`config.mk`:
```
export PLATFORM = sky130hd
export DESIGN_NAME = uart_program_loader_flat
export DESIGN_NICKNAME = d
export VERILOG_FILES = /design/src/rtl/uart_program_loader_pkg.sv /design/src/rtl/uart_program_loader_if.sv /design/src/rtl/uart_program_loader_word_assembler.sv /design/src/rtl/uart_program_loader.sv /design/src/flat_wrapper.sv
export SDC_FILE = /design/constraint.sdc
export NUM_CORES = 1
export LEC_CHECK = 0
export CAP_MARGIN = 40
export CORE_MARGIN = 2
export CORE_UTILIZATION = 50
export CTS_CLUSTER_DIAMETER = 100
export CTS_CLUSTER_SIZE = 30
export DETAILED_ROUTE_END_ITERATION = 6
export GPL_TIMING_DRIVEN = 0
export PLACE_DENSITY = 0.75
export SLEW_MARGIN = 5
export SYNTH_ARGS = -nofsm -noshare
export SYNTH_HDL_FRONTEND = slang
export SYNTH_HIERARCHICAL = 1
export SYNTH_SLANG_ARGS = --single-unit
```
`constraint.sdc`:
```
create_clock -name clk -period 2.7 [get_ports clk]
set_input_delay 0.27 -clock clk [delete_from_list [all_inputs] [get_ports clk]]
set_output_delay 0.27 -clock clk [all_outputs]
set_load 0.05 [all_outputs]
```
`src/rtl/uart_program_loader_pkg.sv`:
```
// Shared types and constants for the UART program loader.
// Frame: MAGIC, 4-byte LE word count, LE data words, XOR checksum.
package uart_program_loader_pkg;

    typedef enum logic [2:0] {
        WAIT_MAGIC,
        LEN,
        DATA,
        CHECK,
        DONE,
        ERROR
    } state_t;

    localparam logic [7:0] MAGIC_DEF = 8'hA5;
    localparam int LEN_BYTES = 4;
    localparam int WORD_BYTES = 4;

endpackage

```
`src/rtl/uart_program_loader_if.sv`:
```
// Byte stream in from uart_rx and memory port A out of the loader.
// master = loader side, slave = environment (uart_rx + memory mux).
interface uart_program_loader_if;

    logic        rx_valid;
    logic [7:0]  rx_byte;
    logic        mem_owner;
    logic        mem_en;
    logic [3:0]  mem_we;
    logic [31:0] mem_addr;
    logic [31:0] mem_din;

    modport master (
        input  rx_valid, rx_byte,
        output mem_owner, mem_en, mem_we, mem_addr, mem_din
    );

    modport slave (
        output rx_valid, rx_byte,
        input  mem_owner, mem_en, mem_we, mem_addr, mem_din
    );

endinterface

```
`src/rtl/uart_program_loader_word_assembler.sv`:
```
// Packs LSB-first bytes into 32-bit words; word_ready_o marks
// the byte that completes a word, word_o is valid alongside it.
module loader_word_assembler
    import uart_program_loader_pkg::*;
(
    input  logic        clk,
    input  logic        reset,
    input  logic        clear_i,
    input  logic        byte_valid_i,
    input  logic [7:0]  byte_i,
    output logic        word_ready_o,
    output logic [31:0] word_o
);

    logic [1:0]  cnt_q;
    logic [31:0] word_q;

    assign word_o = {byte_i, word_q[31:8]};
    assign word_ready_o = byte_valid_i
        && (cnt_q == 2'(WORD_BYTES - 1));

    always_ff @(posedge clk) begin
        if (!reset || clear_i) begin
            cnt_q  <= '0;
            word_q <= '0;
        end else if (byte_valid_i) begin
            cnt_q  <= cnt_q + 2'd1;
            word_q <= word_o;
        end
    end

endmodule

```
`src/rtl/uart_program_loader.sv`:
```
// Boot loader: receives a framed program image over UART, writes it
// to memory port A, then releases port A and the core reset.
module uart_program_loader
    import uart_program_loader_pkg::*;
#(
    parameter logic [31:0] LOAD_BASE_ADDR = 32'h0000_0000,
    parameter int unsigned MAX_WORDS      = 1048576,
    parameter int unsigned TIMEOUT_CLKS   = 1000000,
    parameter logic [7:0]  MAGIC          = MAGIC_DEF
) (
    input  logic                  clk,
    input  logic                  reset,
    uart_program_loader_if.master bus,
    output logic                  cpu_reset,
    output logic                  load_done,
    output logic                  load_error,
    output logic [31:0]           words_loaded
);

    state_t      state_q, state_d;
    logic [1:0]  idx_q, idx_d;
    logic [31:0] len_q, len_d, len_nxt;
    logic [7:0]  chk_q, chk_d;
    logic [31:0] words_q, words_d;
    logic [31:0] tmo_q, tmo_d;
    logic        en_q, en_d;
    logic [3:0]  we_q, we_d;
    logic [31:0] addr_q, addr_d;
    logic [31:0] din_q, din_d;
    logic        done_q, done_d;
    logic        err_q, err_d;
    logic        own_q, cpu_rst_q;
    logic        asm_clr, asm_rdy;
    logic [31:0] asm_word;
    logic        rx_magic;

    assign rx_magic = bus.rx_valid && (bus.rx_byte == MAGIC);
    assign len_nxt  = {bus.rx_byte, len_q[31:8]};

    loader_word_assembler u_asm (
        .clk          (clk),
        .reset        (reset),
        .clear_i      (asm_clr),
        .byte_valid_i (bus.rx_valid && (state_q == DATA)),
        .byte_i       (bus.rx_byte),
        .word_ready_o (asm_rdy),
        .word_o       (asm_word)
    );

    always_comb begin
        state_d = state_q;
        idx_d   = idx_q;
        len_d   = len_q;
        chk_d   = chk_q;
        words_d = words_q;
        tmo_d   = '0;
        en_d    = 1'b0;
        we_d    = 4'h0;
        addr_d  = addr_q;
        din_d   = din_q;
        done_d  = done_q;
        err_d   = err_q;
        asm_clr = 1'b0;
        unique case (state_q)
            WAIT_MAGIC, ERROR: begin
                if (rx_magic) begin
                    state_d = LEN;
                    idx_d   = '0;
                    chk_d   = '0;
                    words_d = '0;
                    err_d   = 1'b0;
                    asm_clr = 1'b1;
                end
            end
            LEN: begin
                if (bus.rx_valid) begin
                    len_d = len_nxt;
                    idx_d = idx_q + 2'd1;
                    chk_d = chk_q ^ bus.rx_byte;
                    if (idx_q == 2'(LEN_BYTES - 1)) begin
                        if (len_nxt > 32'(MAX_WORDS))
                            state_d = ERROR;
                        else if (len_nxt == '0)
                            state_d = CHECK;
                        else
                            state_d = DATA;
                    end
                end
            end
            DATA: begin
                if (bus.rx_valid)
                    chk_d = chk_q ^ bus.rx_byte;
                if (asm_rdy) begin
                    en_d    = 1'b1;
                    we_d    = 4'hF;
                    addr_d  = LOAD_BASE_ADDR
                            + {words_q[29:0], 2'b00};
                    din_d   = asm_word;
                    words_d = words_q + 32'd1;
                    if (words_d == len_q)
                        state_d = CHECK;
                end
            end
            CHECK: begin
                if (bus.rx_valid)
                    state_d = (bus.rx_byte == chk_q)
                            ? DONE : ERROR;
            end
            DONE: ;
            default: state_d = WAIT_MAGIC;
        endcase
        // Idle watchdog only while a frame is in flight
        if (state_q inside {LEN, DATA, CHECK}
            && !bus.rx_valid) begin
            tmo_d = tmo_q + 32'd1;
            if (tmo_d >= 32'(TIMEOUT_CLKS))
                state_d = ERROR;
        end
        if (state_d == ERROR)
            err_d = 1'b1;
        if (state_d == DONE)
            done_d = 1'b1;
    end

    always_ff @(posedge clk) begin
        if (!reset) begin
            state_q   <= WAIT_MAGIC;
            idx_q     <= '0;
            len_q     <= '0;
            chk_q     <= '0;
            words_q   <= '0;
            tmo_q     <= '0;
            en_q      <= 1'b0;
            we_q      <= 4'h0;
            addr_q    <= '0;
            din_q     <= '0;
            done_q    <= 1'b0;
            err_q     <= 1'b0;
            own_q     <= 1'b1;
            cpu_rst_q <= 1'b1;
        end else begin
            state_q   <= state_d;
            idx_q     <= idx_d;
            len_q     <= len_d;
            chk_q     <= chk_d;
            words_q   <= words_d;
            tmo_q     <= tmo_d;
            en_q      <= en_d;
            we_q      <= we_d;
            addr_q    <= addr_d;
            din_q     <= din_d;
            done_q    <= done_d;
            err_q     <= err_d;
            own_q     <= (state_q != DONE);
            cpu_rst_q <= (state_q != DONE);
        end
    end

    assign bus.mem_owner = own_q;
    assign bus.mem_en    = en_q;
    assign bus.mem_we    = we_q;
    assign bus.mem_addr  = addr_q;
    assign bus.mem_din   = din_q;
    assign cpu_reset     = cpu_rst_q;
    assign load_done     = done_q;
    assign load_error    = err_q;
    assign words_loaded  = words_q;

endmodule

```
`src/flat_wrapper.sv`:
```
// flat-port wrapper written by rule: the top's interface ports become plain ports
module uart_program_loader_flat import uart_program_loader_pkg::*;
#(
    parameter logic [31:0] LOAD_BASE_ADDR = 32'h0000_0000,
    parameter int unsigned MAX_WORDS      = 1048576,
    parameter int unsigned TIMEOUT_CLKS   = 1000000,
    parameter logic [7:0]  MAGIC          = MAGIC_DEF
)
  (clk, reset, cpu_reset, load_done, load_error, words_loaded, bus_rx_valid, bus_rx_byte, bus_mem_owner, bus_mem_en, bus_mem_we, bus_mem_addr, bus_mem_din);
  uart_program_loader_if bus_i ();
  input  logic clk;
  input  logic reset;
  output logic cpu_reset;
  output logic load_done;
  output logic load_error;
  output logic [31:0] words_loaded;
  input wire logic [$bits(bus_i.rx_valid)-1:0] bus_rx_valid;
  input wire logic [$bits(bus_i.rx_byte)-1:0] bus_rx_byte;
  output wire logic [$bits(bus_i.mem_owner)-1:0] bus_mem_owner;
  output wire logic [$bits(bus_i.mem_en)-1:0] bus_mem_en;
  output wire logic [$bits(bus_i.mem_we)-1:0] bus_mem_we;
  output wire logic [$bits(bus_i.mem_addr)-1:0] bus_mem_addr;
  output wire logic [$bits(bus_i.mem_din)-1:0] bus_mem_din;
  assign bus_i.rx_valid = bus_rx_valid;
  assign bus_i.rx_byte = bus_rx_byte;
  assign bus_mem_owner = bus_i.mem_owner;
  assign bus_mem_en = bus_i.mem_en;
  assign bus_mem_we = bus_i.mem_we;
  assign bus_mem_addr = bus_i.mem_addr;
  assign bus_mem_din = bus_i.mem_din;
  uart_program_loader #(.LOAD_BASE_ADDR(LOAD_BASE_ADDR), .MAX_WORDS(MAX_WORDS), .TIMEOUT_CLKS(TIMEOUT_CLKS), .MAGIC(MAGIC)) u_core (.clk(clk), .reset(reset), .bus(bus_i), .cpu_reset(cpu_reset), .load_done(load_done), .load_error(load_error), .words_loaded(words_loaded));
endmodule
```
======== Yosys cells after proc, flatten, opt, wreduce, memory -nomap -nowiden ========
Index checks and enable logic that the tools add are counted.
storage, ports and cells
  register bits after elaboration ......... 213
  input port bits ......................... 11
  logic and storage cells ................. 92
cells by class
  add/subtract/negate cells ............... 4
  magnitude comparators ................... 2
  eq/ne operators ......................... 17
  muxes and demuxes ....................... 28
  bitwise operators ....................... 1
  reductions and logical operators ........ 25
operators by type and width
  kind                     count
  $add A32 B1 Y32 const B  2
  $mux W32                 2
  $pmux W32 S2             1
  $eq A32 B32 Y1           1
  $ge A32 B20 Y1 const B   1
  $gt A32 B21 Y1 const B   1
  $logic_not A32 Y1        1
  $mux W3                  9
  $mux W8                  2
  $pmux W8 S2              1
  $pmux W3 S5              1
  $eq A3 B3 Y1 const B     4
  $reduce_and A2 Y1        5
  $reduce_bool A2 Y1       5
  $reduce_and A3 Y1        3
  $eq A8 B8 Y1             1
  $eq A8 B8 Y1 const B     1
  $mux W1                  8
  $xor A8 B8 Y8            1
  $eq A3 B2 Y1 const B     2
  $ne A2 B1 Y1 const B     3
  $add A2 B1 Y2 const B    2
  $eq A2 B2 Y1 const B     2
  $logic_and A1 B1 Y1      4
  other kinds (11)         14

======== Longest topological paths before layout ========
Gate-level depths: netlist of the first run.
  depth after elaboration ................. 11
  mapped depth ............................ 15

======== Modules after synthesis ========
Netlist of the first run, hierarchy kept.
by module, submodules not included
  module                 times used  cells an instance  area each (µm²)
  uart_program_loader    1           1168               9037.4
  loader_word_assembler  1           95                 1047.3

======== Worst setup path before layout of the first run ========
No wires, ideal clock.
  path type ............................... register -> register
  from .................................... register u_core.words_q[0] (netlist: u_core/words_loaded[0])
  to ...................................... register u_core.done_q (netlist: u_core/load_done)
  arrival ................................. 2.853 ns
  required time ........................... 2.583 ns
  setup slack ............................. -0.270 ns
  stages on the path, launching flop included .. 11
  path buffers ............................ 0
  clock period less this slack ............ 2.970 ns
  cell sequence ........................... dfxtp_1 -> ha_1 -> and3_1 -> nand4_2 -> or3_1 -> xnor2_1 -> o2111ai_1 -> nor4_1 -> and4_1 -> a21oi_2 -> a22o_1
between the ends
  cells in the longest elaborated chain, start to end .. 8
ends and longest elaborated chain
  item                    line                        source
  start, declared         uart_program_loader.sv:24   logic [31:0] words_q, words_d;
  start signal, assigned  uart_program_loader.sv:146  words_q <= words_d;
  $add A32 B1 Y32 (*)     uart_program_loader.sv:99   words_d = words_q + 32'd1;
  $eq A32 B32 Y1 (*)      uart_program_loader.sv:100  if (words_d == len_q)
  $mux W3 (*)             uart_program_loader.sv:100
  $mux W3 (*)             uart_program_loader.sv:93   if (asm_rdy) begin
  $pmux W3 S5 (*)         uart_program_loader.sv:64   unique case (state_q)
  $mux W3                 uart_program_loader.sv:116  if (tmo_d >= 32'(TIMEOUT_CLKS))
  $mux W3 (*)             uart_program_loader.sv:113  if (state_q inside {LEN, DATA, CHECK}
  $eq A3 B3 Y1 (*)        uart_program_loader.sv:121  if (state_d == DONE)
  end signal, assigned    uart_program_loader.sv:152  done_q <= done_d;
  end, declared           uart_program_loader.sv:30   logic done_q, done_d;
Mark *: on every way between the ends. The rest lies on a longest branch, timed or not.
A chain may end at the register's enable or synchronous reset.

======== Worst setup path after layout of the first run ========
  from .................................... register u_core.tmo_q[14]
  to ...................................... register u_core.done_q (netlist: u_core/load_done)
between the ends
  cells in the longest elaborated chain, start to end .. 5
ends and longest elaborated chain
  item                    line                        source
  start, declared         uart_program_loader.sv:25   logic [31:0] tmo_q, tmo_d;
  start signal, assigned  uart_program_loader.sv:147  tmo_q <= tmo_d;
  $add A32 B1 Y32         uart_program_loader.sv:115  tmo_d = tmo_q + 32'd1;
  $ge A32 B20 Y1          uart_program_loader.sv:116
  $mux W3                 uart_program_loader.sv:116
  $mux W3                 uart_program_loader.sv:113
  $eq A3 B3 Y1            uart_program_loader.sv:121
Every way passes these cells.

==> results.toml, run 1 <==
[outcome]
outcome = "finished with violations"
violations = "negative setup slack"

[detailed_routing]
top_layer = "met4"
ant_nets = 0
drt-met1-wl_um = 12700
vias_per_cell = 5.62
drt_iter0_markers = 779
drcViolationCount = 0
vias = 9483
firstDrtPassIters = 5
routed-wl-met3_um = 1710
detail_route.wirelength_um = 29000
wire_per_inst_um = 17.2
wl_met2_um = 13700

[sta]
slew_headroom_pct = 49.6
fin_crit_sh_pct = 101
fin_skew_ps = 24.5
drv_slew = 0
setup_violations = 1
worstMarginPinSlew_ps = 756
post-route-min-period_ps = 2720
final.setup.worst_slack_ps = -15.8
rsz0062_at_grt = "true"
finalHoldViolCount = 0
fin_tns_setup_ps = -15.8
fmax_mhz = 368

[cells_and_area]
drive_gt1_share_pct = 12.8
most-common-layout-cells = "270 x nand2_1, 171 x dfxtp_1, 113 x clkdlybuf4s50_1"
final_area_mm2 = 0.0125
areaGrowthSynthToFinish_pct = 24.4
nets = 1434
diodes = 0
final_common_cell = "nand2_1"

[power]
ir_drop_mv = 0.501
internal-power_mw = 3.79
clockPowerShare_pct = 36.7
p_switching_mw = 1.09
seq_power_share_pct = 60.4
power_density_mw_per_mm2 = 389
switching_share_pct = 22.3
combPwrFrac_pct = 2.9
leakage_nw = 4.29

[run]
drv_cap = 0

[setup_path]
critical_path_arrival_ps = 3090
path_depth = 10
crit_type = "register to register"
max_stage_delay_ps = 550
start_kind = "register"
r2r_cells = 10
critPathCaptureType = "register"
worst-path-max-fanout = 6
crit_family = "simple AND/OR/NAND/NOR gates"
crit_slowest_cell = "or4_4"
cp.required_ps = 3070
worstPathCellList = "nand4_1 -> buf_4 -> or4_4 -> o21ai_1 -> o31ai_2 -> and4b_1 -> and4_4 -> o211ai_1 -> a21oi_4 -> a22o_1"
cp_num_buf_inv = 1

[grt]
grt_max_degree = 32
grt_util_all_layers_pct = 25.8
grt_pass1_vias = 8660
grt_pass1_wl_um = 45400
grt.overflow.total = 0
antenna_found_initial = 0

[clock_tree]
cts_buffer_depth = 3
htreeDepth = 1
cts-root-buf = "clkbuf_16"
path_clk_slew_ps = 110
clkSinkCount = 201
hold_buffers = 0
cts_buffers = 11
cts_tree = "yes"
clock_latency_ps = 470

[logic_synthesis]
netlist_area_mm2 = 0.0101
synth_cell_types = 76
yosysWarnings = 6
yosys_register_bits = 201
synth-edff-count = 0
avgSynthCellArea_um2 = 7.98
ys.flop_type = "dfxtp_1"
netlist_instances = 1263
synth_async_sr_flop_share_pct = 0
yosysSeqAreaShare_pct = 39.9

[die]
io_pins = 116
placementRows = 51
initial_core_util_pct = 51.3
die_width_um = 146
core_area_mm2 = 0.0197
die_h_um = 146
die-area_mm2 = 0.0213

[placed_design]
dpl_cell_area_mm2 = 0.0116
post-dp-hpwl_um = 20500
place_ws_ps = -960
gp_congestion = 0.928
io_buffers = 113

[worst_hold_path]
hp-class = "register to register"
whs_path_depth = 2
## state kept, by name, indices dropped and copies added, names as in the netlist
signal / flops
u_core/bus.mem_din: 32
u_core/len_q: 32
u_core/tmo_q: 32
u_core/words_loaded: 32
u_core/bus.mem_addr: 30
u_core/u_asm/word_q: 24
u_core/chk_q: 8
u_core/state_q: 3
u_core/idx_q: 2
u_core/u_asm/cnt_q: 2
u_core/bus.mem_we: 1
u_core/cpu_reset: 1
u_core/load_done: 1
u_core/load_error: 1
## per-stage QoR
step                hold slack, ps  instances  util, %  total power, mW
floorplan                      415       1264        -             3.11
global placement               449       1642     59.0             3.17
detailed placement             455       1642     59.0             3.17
CTS                            469       1665     62.1             4.94
global route                   491       1686     63.8             5.05
finish                         465       1686     63.8             4.88
## tightest hold or removal path: stages, from the launching register on
cell and delay, ps:
dfxtp_1 320, nand2_1 40, a21boi_0 60
## power groups by stage
stage	clock network, mW	registers (mW)	logic (mW)
2_1_floorplan	0	3.03	0.0781
4_1_cts	1.84	2.96	0.140
5_1_grt	1.95	2.95	0.152
3_5_place_dp	0	3.03	0.139
3_3_place_gp	0	3.03	0.139
6_report	1.79	2.95	0.143
## logic make-up after synthesis
family	synth area share [%]
muxes	2.99
adders and majority gates	0.720
DFF	39.9
AOI/OAI and AO/OA	15.8
other	0.0372
xor gates and xnor gates	7.30
buffers and inverters	5.71
and+or+nand+nor	27.6
## routing by layer
metal	vias up	GRT usage (%)
met1	4516	34.9
met2	328	43.8
li1	4592	-
met4	0	7.91
met5	-	0
met3	47	2.66
## Yosys cell counts, types with 4 or more instances
cell type,count,area (µm²)
o31ai_1,4,30.0
a22oi_1,7,52.6
and2_1,18,113
mux2i_1,29,290
nor3_1,37,185
nand4_1,21,131
nand2_1,272,1020
buf_2,13,65.1
xnor2_1,53,464
nor4_1,18,113
clkbuf_1,64,240
nor2_1,92,345
nor2b_1,26,163
a21oi_1,23,115
ha_1,5,62.6
xor2_1,31,272
a31oi_1,7,43.8
nand3_1,39,195
buf_4,16,120
and3_1,15,93.8
buf_1,4,15.0
nand3b_1,7,52.6
and4_1,12,105
inv_1,18,67.6
a21boi_0,102,766
dfxtp_1,201,4020
o21ai_0,58,290
## layout make-up
| cell class | instances | area (µm²) |
|---|---|---|
| Buffer | 87 | 484 |
| Clock buffer | 14 | 287 |
| Clock inverter | 2 | 38.8 |
| Fill cell | 1794 | 7110 |
| Inverter | 18 | 67.6 |
| Multi-Input combinational cell | 943 | 5780 |
| Sequential cell | 201 | 4100 |
| Tap cell | 265 | 332 |
| Timing Repair Buffer | 156 | 1460 |
## timing repair
item / 4_1_cts / 5_1_grt
pin swaps: 13 / 24
setup buffers: 15 / 28
setup endpoints to repair: 97 / 22
resized for setup: 57 / 55
## final timing paths
kind | slack [ps] | end | start
setup / recovery | -20 | u_core/load_done$_SDFFE_PN0N_ | u_core/tmo_q[14]$_SDFF_PN0_
hold / removal | 460 | u_core/bus.mem_addr[23]$_SDFFE_PN0P_ | u_core/bus.mem_addr[23]$_SDFFE_PN0P_
setup reg to reg | -20 | u_core/load_done$_SDFFE_PN0N_ | u_core/tmo_q[14]$_SDFF_PN0_
hold reg to reg | 460 | u_core/bus.mem_addr[23]$_SDFFE_PN0P_ | u_core/bus.mem_addr[23]$_SDFFE_PN0P_
Note: power is estimated with default switching activity, not from simulation.
==> inputs of run 2 (changes only) <==
--- a/config.mk
+++ b/config.mk
@@ -11,6 +11,7 @@
 export CTS_CLUSTER_DIAMETER = 100
 export CTS_CLUSTER_SIZE = 30
 export DETAILED_ROUTE_END_ITERATION = 6
+export GPL_ROUTABILITY_DRIVEN = 0
 export GPL_TIMING_DRIVEN = 0
 export PLACE_DENSITY = 0.75
 export SLEW_MARGIN = 5
==> results.toml, run 2 (synthesis gave the netlist of run 1 again) <==
[detailed_routing]
firstDrtPassIters = 6
wire_per_inst_um = 16.6
detail_route.wirelength_um = 27900
drcViolationCount = 0
vias = 9606
vias_per_cell = 5.70
ant_nets = 0
drt_iter0_markers = 821

[setup_path]
worst-path-max-fanout = 7
crit_slowest_cell = "or4_4"
startpoint = "u_core/words_loaded[13]$_SDFFE_PN0P_"
start_kind = "register"
critical_path_arrival_ps = 3060
max_stage_delay_ps = 600
rr_endpoint = "u_core/load_done$_SDFFE_PN0N_"
reg2reg_from = "u_core/words_loaded[13]$_SDFFE_PN0P_"
crit_type = "register to register"
cp.required_ps = 3070
critPathCaptureType = "register"
critPathCapture = "u_core/load_done$_SDFFE_PN0N_"
reg2reg_slack_ps = 8
r2r_cells = 9
worstPathCellList = "nand3_2 -> or4_4 -> nor3_4 -> xnor2_1 -> o21ai_2 -> o311a_1 -> and4_2 -> a21oi_4 -> a22o_1"

[die]
core_area_mm2 = 0.0197
die_width_um = 146
io_pins = 116
die_h_um = 146
die-area_mm2 = 0.0213
initial_core_util_pct = 51.3
placementRows = 51

[clock_tree]
cts-root-buf = "clkbuf_16"
clock_latency_ps = 470
clkSinkCount = 201
cts_buffer_depth = 3
htreeDepth = 1
cts_buffers = 11
path_clk_slew_ps = 110
cts_tree = "yes"

[power]
power_density_mw_per_mm2 = 390
leakage_nw = 4.29
ir_drop_mv = 0.399

[placed_design]
io_buffers = 113
dp.cells = 1642
post-dp-hpwl_um = 19600

[cells_and_area]
final_common_cell = "nand2_1"
areaGrowthSynthToFinish_pct = 24.6
instances_no_fill = 1684
nets = 1433
drive_gt1_share_pct = 13.1
diodes = 0
most-common-layout-cells = "271 x nand2_1, 168 x dfxtp_1, 113 x clkdlybuf4s50_1"

[grt]
grt_pass1_wl_um = 44100
grt_pass1_vias = 8575
grt.overflow.total = 0
grt_util_all_layers_pct = 24.8
antenna_found_initial = 0
grt_max_degree = 31

[sta]
rsz0062_at_grt = "true"
fin_tns_setup_ps = 0
drv_slew = 0
setup_violations = 0
fin_crit_sh_pct = 99.7
slew_headroom_pct = 48.8
fin_skew_ps = 46.7
fmax_mhz = 371
worstMarginPinSlew_ps = 766
finalHoldViolCount = 0
post-route-min-period_ps = 2690

[run]
drv_cap = 0

[worst_hold_path]
hp-class = "register to register"

[outcome]
outcome = "complete, no violations"
==> run 2: where the power goes <==
part | internal, mW | leakage (nW) | switching (mW) | total [mW]
sequential | 2.95 | 1.64 | 0.000233 | 2.95
clock | 0.809 | 0.161 | 1.01 | 1.81
combinational | 0.0575 | 2.49 | 0.0824 | 0.140
total | 3.82 | 4.29 | 1.09 | 4.91
==> run 2: through the flow <==
step	hold WS (ps)	util [%]	cell area, µm²	power [mW]	setup WS (ps)
final	468	64.0	12600	4.91	7.88
after detailed placement	458	59.0	11600	3.16	-992
after global placement	449	59.0	11600	3.16	-1030
after floorplan	415	-	10100	3.11	7.09
after CTS	473	62.1	12200	4.96	1.37
after global routing	489	64.0	12600	5.07	-99.3
==> run 2: what timing repair did <==
| item | CTS | global route |
|---|---|---|
| hold buffers | 0 | 0 |
| setup buffers | 9 | 33 |
| setup endpoints to repair | 99 | 25 |
| gates resized for setup | 64 | 50 |
| pin swaps | 12 | 23 |
==> run 2: metal layers <==
layer	global-route usage [%]	wire length [µm]
met3	2.16	1790
met5	0	0
met2	40.5	12900
met1	34.6	12400
met4	8.45	874
==> run 2: worst min path at each step <==
stage                                                    start                                   end  cells past startpoint
after floorplan                                 bus_rx_byte[0]         u_core/len_q[24]$_SDFFE_PN0P_                      2
after CTS                  u_core/bus.mem_addr[9]$_SDFFE_PN0P_   u_core/bus.mem_addr[9]$_SDFFE_PN0P_                      2
final                      u_core/bus.mem_addr[9]$_SDFFE_PN0P_   u_core/bus.mem_addr[9]$_SDFFE_PN0P_                      2
after detailed placement   u_core/bus.mem_addr[9]$_SDFFE_PN0P_   u_core/bus.mem_addr[9]$_SDFFE_PN0P_                      2
after global routing      u_core/bus.mem_addr[17]$_SDFFE_PN0P_  u_core/bus.mem_addr[17]$_SDFFE_PN0P_                      2
after global placement    u_core/bus.mem_addr[20]$_SDFFE_PN0P_  u_core/bus.mem_addr[20]$_SDFFE_PN0P_                      2
==> run 2: cell type report <==
class                      count  area (µm²)
sequential                   201        4100
tap                          265         332
clock buffer                  13         293
timing repair buffer         155        1460
clock inverter                 2        41.3
multi-input combinational    943        5800
inverter                      18        67.6
fill                        1750        7080
buffer                        87         487
==> run 2: worst max-delay path: cells and delay by family, from the launching register on <==
kind	cells	cell delay, ps
simple gates	4	1310
compound gates	4	690
flops	1	440
xor+xnor	1	130
